<file path="src/rtl/fir_stream_sequencer.sv">
// Streams int32 samples from memory through an external FIR filter and
// writes each result back over one Avalon-MM master, one sample at a time.
module fir_stream_sequencer #(
  parameter int ADDR_W = 10,
  parameter int DATA_W = 32,
  parameter int LEN_W  = 16
) (
  input  logic              clk,
  input  logic              rst_n,
  input  logic              cmd_start,
  input  logic [LEN_W-1:0]  cmd_len,
  input  logic [ADDR_W-1:0] cmd_src_base,
  input  logic [ADDR_W-1:0] cmd_dst_base,
  output logic              status_busy,
  output logic              status_done,
  output logic [LEN_W-1:0]  status_count,
  output logic              master_read,
  output logic              master_write,
  output logic [ADDR_W-1:0] master_address,
  output logic [DATA_W-1:0] master_writedata,
  input  logic [DATA_W-1:0] master_readdata,
  input  logic              master_waitrequest,
  output logic [3:0]        master_byteen,
  output logic              filt_clr,
  output logic              filt_en,
  output logic [DATA_W-1:0] filt_in,
  input  logic [DATA_W-1:0] filt_out
);

  typedef enum logic [2:0] {
    IDLE  = 3'd0,
    CLEAR = 3'd1,
    READ  = 3'd2,
    FEED  = 3'd3,
    CAPT  = 3'd4,
    WRITE = 3'd5,
    DONE  = 3'd6
  } state_t;

  // Every output and internal register lives in one bundle so the
  // whole machine resets and updates as a unit.
  typedef struct packed {
    state_t              state;
    logic                rd;
    logic                wr;
    logic                clr;
    logic                en;
    logic                busy;
    logic                done;
    logic [ADDR_W-1:0]   addr;
    logic [ADDR_W-1:0]   src;
    logic [ADDR_W-1:0]   dst;
    logic [DATA_W-1:0]   wdata;
    logic [DATA_W-1:0]   fin;
    logic [LEN_W-1:0]    count;
    logic [LEN_W-1:0]    idx;
    logic [LEN_W-1:0]    len;
  } regs_t;

  regs_t r;
  regs_t n;

  logic [LEN_W-1:0] idx_nx;

  function automatic logic [ADDR_W-1:0] word_off(
    input logic [LEN_W-1:0] i
  );
    return ADDR_W'({i, 2'b00});
  endfunction

  assign idx_nx = r.idx + LEN_W'(1);

  always_ff @(posedge clk) begin
    if (!rst_n) r <= '0;
    else        r <= n;
  end

  always_comb begin
    n     = r;
    n.clr = 1'b0;
    n.en  = 1'b0;
    unique case (r.state)
      IDLE: begin
        if (cmd_start) begin
          n.len   = cmd_len;
          n.src   = cmd_src_base;
          n.dst   = cmd_dst_base;
          n.idx   = '0;
          n.count = '0;
          if (cmd_len == '0) begin
            n.state = DONE;
            n.done  = 1'b1;
          end else begin
            n.state = CLEAR;
            n.clr   = 1'b1;
            n.busy  = 1'b1;
          end
        end
      end
      CLEAR: begin
        n.rd    = 1'b1;
        n.addr  = r.src;
        n.state = READ;
      end
      READ: begin
        if (!master_waitrequest) begin
          n.fin   = master_readdata;
          n.rd    = 1'b0;
          n.en    = 1'b1;
          n.state = FEED;
        end
      end
      FEED: n.state = CAPT;
      CAPT: begin
        n.wdata = filt_out;
        n.wr    = 1'b1;
        n.addr  = r.dst + word_off(r.idx);
        n.state = WRITE;
      end
      WRITE: begin
        if (!master_waitrequest) begin
          n.wr    = 1'b0;
          n.count = idx_nx;
          if (idx_nx == r.len) begin
            n.state = DONE;
            n.busy  = 1'b0;
            n.done  = 1'b1;
          end else begin
            n.idx   = idx_nx;
            n.rd    = 1'b1;
            n.addr  = r.src + word_off(idx_nx);
            n.state = READ;
          end
        end
      end
      DONE: begin
        if (!cmd_start) begin
          n.done  = 1'b0;
          n.state = IDLE;
        end
      end
      default: n = '0;
    endcase
  end

  assign status_busy      = r.busy;
  assign status_done      = r.done;
  assign status_count     = r.count;
  assign master_read      = r.rd;
  assign master_write     = r.wr;
  assign master_address   = r.addr;
  assign master_writedata = r.wdata;
  assign master_byteen    = 4'b1111;
  assign filt_clr         = r.clr;
  assign filt_en          = r.en;
  assign filt_in          = r.fin;

endmodule

</file>
<file path="config.mk">
export PLATFORM = sky130hd
export DESIGN_NAME = fir_stream_sequencer
export DESIGN_NICKNAME = d
export VERILOG_FILES = /design/src/rtl/fir_stream_sequencer.sv
export SDC_FILE = /design/constraint.sdc
export NUM_CORES = 1
export LEC_CHECK = 0
export ABC_AREA = 1
export BUFFER_PORTS_ARGS = -buffer_cell sky130_fd_sc_hd__buf_4
export CAP_MARGIN = 20
export CORE_MARGIN = 2
export CORE_UTILIZATION = 54
export DETAILED_ROUTE_END_ITERATION = 8
export PLACE_DENSITY = 0.87
export SYNTH_ARGS = -nofsm -noshare
export SYNTH_HDL_FRONTEND = slang
export SYNTH_SLANG_ARGS = --single-unit
export TNS_END_PERCENT = 30
</file>
<file path="constraint.sdc">
create_clock -name clk -period 3 [get_ports clk]
set_input_delay 0 -clock clk [delete_from_list [all_inputs] [get_ports clk]]
set_output_delay 0 -clock clk [all_outputs]
set_load 0.02 [all_outputs]
</file>
==> results.json, run 1 <==
{
  "max_slew_margin_pct": 37.1,
  "clk_latency_ps": 420,
  "synthToLayoutAreaGrowth_pct": 32.8,
  "status": "complete, no violations",
  "grt_pass1_wl_mm": 40.1,
  "fill_cells": 1053,
  "synth-main-ff-cell": "dfxtp_1",
  "power.density_nw_per_um2": 908,
  "final.setup.tns_ps": 0,
  "hp-class": "input pin to flip-flop",
  "dieHeight_um": 125,
  "ctsHtreeMaxLevel": 4,
  "cts-root-buf": "clkbuf_16",
  "drt-wirelength-per-cell_um": 16.6,
  "max_freq_ghz": 0.367,
  "finalWirelength_mm": 24.8,
  "routabilityCongestion": 0.952,
  "start_util_pct": 54.8,
  "crit_type": "flip-flop to flip-flop",
  "worstMarginPinSlew_ps": 943,
  "reg2reg_depth": 16,
  "grt_max_degree": 49,
  "crit_chain": "ha_1 -> nand2_1 -> nor2_4 -> nand2_1 -> nand3_1 -> nand2_1 -> nor2_1 -> nand2_1 -> nor2_1 -> nand2_1 -> nor2_2 -> nand3_4 -> nand2_4 -> inv_2 -> nor2_1 -> nor2_1",
  "synth_seq_area_share_pct": 38.2,
  "design_area_um2": 10500,
  "syn_inst": 1108,
  "clkSinkCount": 151,
  "met3_usage_pct": 6.85,
  "die_area_um2": 15600,
  "core_area_um2": 14400,
  "grt_util_met2_pct": 52.9,
  "crit_required_ps": 3320,
  "syn_area_um2": 7900,
  "leakagePower_nw": 4.47,
  "final.period_utilization_pct": 90.8,
  "yosysMostFrequentCell": "nand2_1",
  "path_depth": 16,
  "yosysWarnings": 0,
  "drc": 0,
  "placed_area_um2": 8830,
  "vias": 8269,
  "viasPerCell": 5.54,
  "worstReg2RegEnd": "r[17]",
  "row_count": 44,
  "fin_skew_ps": 10.6,
  "cp_num_buf_inv": 1,
  "drive_gt1_share_pct": 20.7,
  "grt_overflow": 0,
  "async_flop_share_pct": 0,
  "ys_seq_elements": 151,
  "boundaryPins": 204,
  "cts_tree": "yes",
  "synth.area.top_cells": "dfxtp_1 38%, nand2_1 12%, buf_4 9.0%",
  "cp_slowest_cell": "dfxtp_1",
  "nNetsFinal": 1419,
  "period_needed_ps": 2720,
  "timing.rr.start": "r[16]",
  "clock_path_buffers": 2,
  "synth.avg_cell_area_um2": 7.13,
  "clkTransAtPathRegs_ps": 60,
  "hold_viol": 0,
  "track_usage_pct": 31.3,
  "start_kind": "flip-flop",
  "cap_violations": 0,
  "antenna_found_initial": 0,
  "grt_pass1_vias": 8001,
  "dp_cells": 1357,
  "postRouteAntennaNets": 0,
  "first_iter_violations": 689,
  "globalRouteMet1Util_pct": 39.0,
  "drt_pass1_iterations": 5,
  "finalMaxSlewViolations": 0,
  "dp_hpwl_mm": 15.2,
  "cts_buffers": 17,
  "grt-busiest-layer": "met2",
  "ys_types": 42,
  "setup_violations": 0,
  "synth_top_area_share_pct": 38.2,
  "synth_common_cells": "259 x nand2_1, 151 x dfxtp_1, 141 x a21oi_1, 111 x nand3_1, 95 x buf_4",
  "final_cells": 1492,
  "cp_data_arrival_time_ps": 3040,
  "die_w_um": 125,
  "yosysTopAreaCell": "dfxtp_1",
  "rrSetupSlack_ps": 280,
  "ir_drop_uv": 508,
  "startpoint": "r[16]",
  "port_buffers": 199,
  "synth_edf_count": 0,
  "critPathMaxStageDelay_ps": 490,
  "endpoint": "r[17]",
  "end_kind": "flip-flop",
  "critPathTopFamily": "simple AND/OR/NAND/NOR gates",
  "rsz0062_at_grt": "false",
  "cts_setup_buffers": 0,
  "crit_path_frequent_cell": "nand2_1",
  "worstPathMaxFanout": 21
}
repair_timing:
item | CTS | global route
resized for setup | 0 | 2
hold buffers | 104 | 0
setup endpoints to repair | 0 | 16
hold endpoints to repair | 130 | 0
worst register-to-register path, stage by stage, from the launching register on:
cell     delay (ps)
dfxtp_1         490
ha_1            260
nand2_1         120
nor2_4          210
nand2_1         100
nand3_1          80
nand2_1          60
nor2_1          110
nand2_1          80
nor2_1           90
nand2_1          70
nor2_2          180
nand3_4         210
nand2_4         190
inv_2           170
nor2_1          140
nor2_1           60
power by group:
group | internal, W | total (W) | leakage [nW] | switching [W]
clock network | 0.00140 | 0.00226 | 0.290 | 0.000852
logic | 0.00143 | 0.00433 | 2.96 | 0.00291
registers | 0.00246 | 0.00295 | 1.23 | 0.000487
total | 0.00529 | 0.00954 | 4.47 | 0.00425
metal layers:
metal / share of wire, % / wire length [µm]
met1: 40 / 9900
met2: 49 / 12000
met3: 8.2 / 2030
met4: 3.3 / 818
met5: 0 / 0
layout make-up:
cell class                 count  area [µm²]  area share [%]
multi-input combinational    745        3730            35.6
inverter                      61         230            2.19
tap                          184         230            2.19
clock inverter                12         178            1.69
clock buffer                  18         439            4.18
sequential                   151        3020            28.8
timing repair buffer         320        2660            25.4
antenna                        1        2.50          0.0238
cell families after synthesis:
family	after synthesis	synth area share, %
fa+ha+maj	19	3.39
other cells	1	0.0474
buf+inv	215	15.0
simple gates	521	29.2
flops	151	38.2
compound gates	193	13.1
xor+xnor	8	1.06
registers in the layout (all words and copies together) (netlist names):
name	cells
r	55
filt_in	32
master_writedata	32
status_count	16
master_address	10
filt_clr	1
filt_en	1
master_read	1
master_write	1
status_busy	1
status_done	1
worst min-delay path by stage:
stage,from,end,slack [ps],cells past startpoint
after floorplan,master_waitrequest,filt_en,80,1
after global placement,master_waitrequest,filt_en,190,2
after detailed placement,master_waitrequest,filt_en,200,2
after CTS,master_waitrequest,filt_en,320,3
after global routing,master_waitrequest,filt_en,380,3
final,master_waitrequest,filt_en,340,3
stage by stage:
step	power, W	worst slack (ps)	hold WS [ps]	util (%)
finish	0.00954	277	337	72.8
global route	0.0102	20.3	376	72.8
CTS	0.00938	145	324	72.7
detailed placement	0.00700	219	204	61.2
global placement	0.00694	353	195	61.2
floorplan	0.00597	735	79.3	-
layout by cell type (no fill, tap or decap), drive strengths merged, types with 5 or more instances in the layout:
| master | count |
|---|---|
| nand4 | 43 |
| nand2 | 263 |
| a21oi | 141 |
| nor3 | 5 |
| buf | 216 |
| inv | 59 |
| a211oi | 12 |
| dfxtp | 151 |
| clkinv | 6 |
| nand3 | 112 |
| nor2 | 89 |
| ha | 15 |
| clkbuf | 18 |
| o21ai | 27 |
| dlygate4sd3 | 104 |
(Power assumes the default switching activity.)
==> run 2, diff against run 1 <==
Settings changed: RECOVER_POWER set to 100.
Clock period 3 ns to 2.93 ns, I/O delays scaled along.
==> run 2 against run 1 <==
Effect of this change:
- register-to-register slack got worse by 20 ps
- clock skew fell by 0.97 ps
- sequential share of layout area rose by 1.3 points
- worst hold slack improved by 12 ps
- final cell count fell by 0.13%
- core utilization fell by 3.1 points
- setup slack got worse by 22 ps
==> results.json, run 2 (same netlist as run 1, synthesis figures left out) <==
{
  "drt-wirelength-per-cell_um": 16.0,
  "dp_hpwl_mm": 14.9,
  "cts_buffers": 17,
  "cp_data_arrival_time_ps": 2940,
  "placed_area_um2": 8820,
  "cts-root-buf": "clkbuf_16",
  "grt_overflow": 0,
  "largest_reg_flops": 55,
  "finalWirelength_mm": 23.9,
  "max_slew_margin_pct": 37.7,
  "hp-class": "input pin to flip-flop",
  "synthToLayoutAreaGrowth_pct": 27.2,
  "start_util_pct": 54.8,
  "routabilityCongestion": 0.976,
  "leakagePower_nw": 4.04,
  "mostFrequentLayoutCells": "259 x nand2_1, 151 x dfxtp_1, 141 x a21oi_1",
  "vias": 8198,
  "start_kind": "flip-flop",
  "grt_max_degree": 111,
  "worstMarginPinSlew_ps": 934,
  "nNetsFinal": 1417,
  "antenna_found_initial": 0,
  "worstReg2RegEnd": "r[14]",
  "hp-start": "master_waitrequest",
  "ctsHtreeMaxLevel": 4,
  "max_freq_ghz": 0.374,
  "timing.rr.start": "r[148]",
  "layout_commonest_cell": "nand2_1",
  "grt_pass1_vias": 7737,
  "die_w_um": 125,
  "cap_violations": 0,
  "end_kind": "flip-flop",
  "setup_violations": 0,
  "min_path_cells": 3,
  "rsz0062_at_grt": "false",
  "period_needed_ps": 2680,
  "top_register": "r",
  "final.period_utilization_pct": 91.3,
  "die_area_um2": 15600,
  "grt_pass1_wl_mm": 38.3,
  "hold_viol": 0,
  "postRouteAntennaNets": 0,
  "worstPathMaxFanout": 48,
  "diodes": 0,
  "viasPerCell": 5.50,
  "power.density_nw_per_um2": 935,
  "cts_resized": 0,
  "clock_path_buffers": 2,
  "fill_cells": 1168,
  "rrSetupSlack_ps": 250,
  "design_area_um2": 10100,
  "cts_tree": "yes",
  "drt_pass1_iterations": 8,
  "core_area_um2": 14400,
  "port_buffers": 199,
  "crit_type": "flip-flop to flip-flop",
  "finalMaxSlewViolations": 0,
  "status": "complete, no violations",
  "final.setup.tns_ps": 0,
  "crit_required_ps": 3190,
  "total_power_w": 0.00940,
  "reg2reg_depth": 9,
  "boundaryPins": 204,
  "track_usage_pct": 29.9,
  "row_count": 44,
  "fin_skew_ps": 9.64,
  "clk_latency_ps": 430,
  "dieHeight_um": 125,
  "clkSinkCount": 151,
  "hold_end": "filt_en",
  "fin_util_pct": 69.7,
  "drive_gt1_share_pct": 12.6,
  "drc": 0,
  "clkTransAtPathRegs_ps": 60,
  "ir_drop_uv": 790,
  "first_iter_violations": 738
}
[run 2: worst max path at each step]
stage | startpoint | end | cells past startpoint
after floorplan | r[16] | master_address[7] | 16
after global placement | r[16] | master_address[8] | 17
after detailed placement | r[16] | master_address[7] | 16
after CTS | r[16] | master_address[7] | 16
after global routing | r[17] | master_address[2] | 14
final | r[148] | r[14] | 9
[run 2: timing repair]
item | in CTS | in global routing
endpoints found under the hold margin | 128 | 0
setup buffers | 0 | 0
hold buffers | 104 | 0
[run 2: per-stage QoR]
step | instances | setup WS [ps] | hold WS, ps
after global placement | 1355 | 507 | 199
after CTS | 1490 | 367 | 330
after floorplan | 1111 | 665 | 79.3
after global routing | 1490 | 7.69 | 351
final | 1490 | 255 | 349
after detailed placement | 1355 | 390 | 198
[run 2: critical path, cell delays in order (launching register included)]
cell and delay, ps:
dfxtp_1 510, inv_1 130, nand2_1 120, nand2_1 80
a21oi_1 110, clkbuf_2 460, inv_1 90, clkbuf_2 540
a21oi_1 330, a211oi_1 70
[run 2: final cells by class]
| class | count | area [µm²] | share of cell area [%] |
|---|---|---|---|
| tap | 184 | 230 | 2.29 |
| timing repair buffer | 318 | 2290 | 22.8 |
| sequential | 151 | 3020 | 30.1 |
| clock buffer | 21 | 460 | 4.58 |
| clock inverter | 10 | 121 | 1.21 |
| inverter | 61 | 230 | 2.29 |
| multi-input combinational | 745 | 3700 | 36.8 |
[run 2: layer usage]
| metal | vias to the layer above | GRT usage (%) | share of wire, % |
|---|---|---|---|
| li1 | 3965 | - | - |
| met1 | 3746 | 38.3 | 41 |
| met2 | 413 | 48.1 | 47 |
| met3 | 74 | 6.80 | 8.2 |
| met4 | 0 | 14.0 | 3.8 |
| met5 | - | 0 | 0 |
[run 2: report_power, final]
part / leakage, nW / internal (W) / switching (W) / total (W)
Clock: 0.272 / 0.00130 / 0.000887 / 0.00219
Combinational: 2.54 / 0.00132 / 0.00289 / 0.00421
Sequential: 1.23 / 0.00252 / 0.000484 / 0.00300
Total: 4.04 / 0.00514 / 0.00426 / 0.00940
==> run 3, diff against run 2 <==
Settings changed: CORE_UTILIZATION 54 to 58, PLACE_DENSITY 0.87 to 0.92.
Clock period 2.93 ns to 3.3 ns, I/O delays scaled along.
==> run 3 against run 2 <==
Effect of this change:
- flip-flop and latch count unchanged
- non-clock buffer count is 2 lower
- clock-buffer cell count unchanged
- register-to-register slack better by 90 ps
- clock power shrank 7%
- die area down 6.7%
- worst hold slack lost 3.0 ps
- clock skew fell by 3.2 ps
- critical endpoint is now master_writedata[12]
- core utilization up 5.9 points
- power shrank 10%
==> results.json, run 3 (same netlist as run 1, synthesis figures left out) <==
{
  "status": "complete, no violations",
  "grt_overflow": 0,
  "final.setup.tns_ps": 0,
  "setup_violations": 0,
  "critPathMaxStageDelay_ps": 1120,
  "die_area_um2": 14600,
  "row_count": 42,
  "drt-wirelength-per-cell_um": 16.4,
  "diodes": 0,
  "routabilityCongestion": 0.987,
  "fill_cells": 1007,
  "clkTransAtPathRegs_ps": 60,
  "finalMaxSlewViolations": 0,
  "end_kind": "flip-flop",
  "layout_commonest_cell": "nand2_1",
  "max_slew_margin_pct": 9.91,
  "drc": 0,
  "rsz0062_at_grt": "false",
  "period_needed_ps": 3040,
  "mostFrequentLayoutCells": "260 x nand2_1, 151 x dfxtp_1, 141 x a21oi_1",
  "fin_skew_ps": 6.46,
  "port_buffers": 199,
  "ctsHtreeMaxLevel": 4,
  "vias": 8338,
  "dieHeight_um": 121,
  "max_freq_ghz": 0.329,
  "viasPerCell": 5.63,
  "finalWirelength_mm": 24.3,
  "postRouteAntennaNets": 0,
  "drive_gt1_share_pct": 12.5,
  "drt_pass1_iterations": 5,
  "ir_drop_uv": 504,
  "worstPathMaxFanout": 81,
  "dp_hpwl_mm": 15.0,
  "worstMarginPinSlew_ps": 1340,
  "power.density_nw_per_um2": 837,
  "crit_chain": "dlygate4sd3_1 -> buf_4 -> clkinvlp_2 -> clkbuf_4 -> a21oi_1",
  "synthToLayoutAreaGrowth_pct": 27.2,
  "cap_violations": 0,
  "final.period_utilization_pct": 92.1,
  "placed_area_um2": 8790,
  "nNetsFinal": 1415,
  "cp_data_arrival_time_ps": 3350,
  "hp-class": "input pin to flip-flop",
  "boundaryPins": 204,
  "design_area_um2": 10100,
  "leakagePower_nw": 4.04,
  "cts_setup_buffers": 0,
  "top_register": "r",
  "die_w_um": 121,
  "crit_required_ps": 3610,
  "cts_buffers": 17,
  "track_usage_pct": 32.9,
  "cp_slowest_cell": "clkinvlp_2",
  "antenna_found_initial": 0,
  "largest_reg_flops": 55,
  "grt_pass1_wl_mm": 38.5,
  "clk_latency_ps": 420,
  "hold_viol": 0,
  "core_area_um2": 13300,
  "clkSinkCount": 151,
  "grt_max_degree": 82,
  "grt_pass1_vias": 7945,
  "cts_tree": "yes",
  "start_kind": "input pin",
  "crit_type": "input pin to flip-flop",
  "cts_resized": 0,
  "first_iter_violations": 874,
  "cts-root-buf": "clkbuf_16",
  "clock_path_buffers": 2,
  "start_util_pct": 59.4
}
run 3: repair_timing:
| action | 4_1_cts | 5_1_grt |
|---|---|---|
| endpoints found under the hold margin | 130 | 0 |
| endpoints found under the setup margin | 0 | 0 |
| hold buffers | 104 | 0 |
run 3: worst max-delay path, delay by kind of cell:
kind / cells / cell delay, ps
compound gates: 1 / 410
buf+inv: 4 / 2870
run 3: report_power, final:
part           internal (W)  switching, W
clock               0.00125      0.000777
sequential          0.00224      0.000429
combinational       0.00116       0.00255
run 3: worst paths after layout:
path	endpoint	slack, ps	start	cells past startpoint
setup reg to reg	master_address[9]	340	r[17]	14
hold reg to reg	status_busy	450	status_busy	2
hold / removal	filt_en	350	master_waitrequest	3
setup / recovery	master_writedata[12]	260	rst_n	5
run 3: cell type report:
type,instances,area (µm²),share of cell area (%)
Clock inverter,11,145,1.44
Timing Repair Buffer,316,2260,22.5
Multi-Input combinational cell,745,3700,36.8
Clock buffer,21,470,4.68
Tap cell,176,220,2.19
Inverter,61,230,2.29
Sequential cell,151,3020,30.1
run 3: per-layer routing:
metal / vias to the layer above / share of wire (%) / track usage, %
li1: 3966 / - / -
met3: 91 / 8.6 / 7.31
met4: 0 / 3.8 / 14.2
met5: - / 0 / 0
met1: 3799 / 40 / 39.6
met2: 482 / 48 / 56.5
run 3: metrics by stage:
step                total power (W)  worst slack, ps  cells  hold WS, ps  utilization (%)
floorplan                   0.00543             1040   1111         79.3                -
global placement            0.00624              703   1345          194             66.1
detailed placement          0.00631              566   1345          200             66.1
CTS                         0.00843              544   1481          332             78.5
global route                0.00895             86.8   1481          345             75.6
finish                      0.00841              261   1481          346             75.6
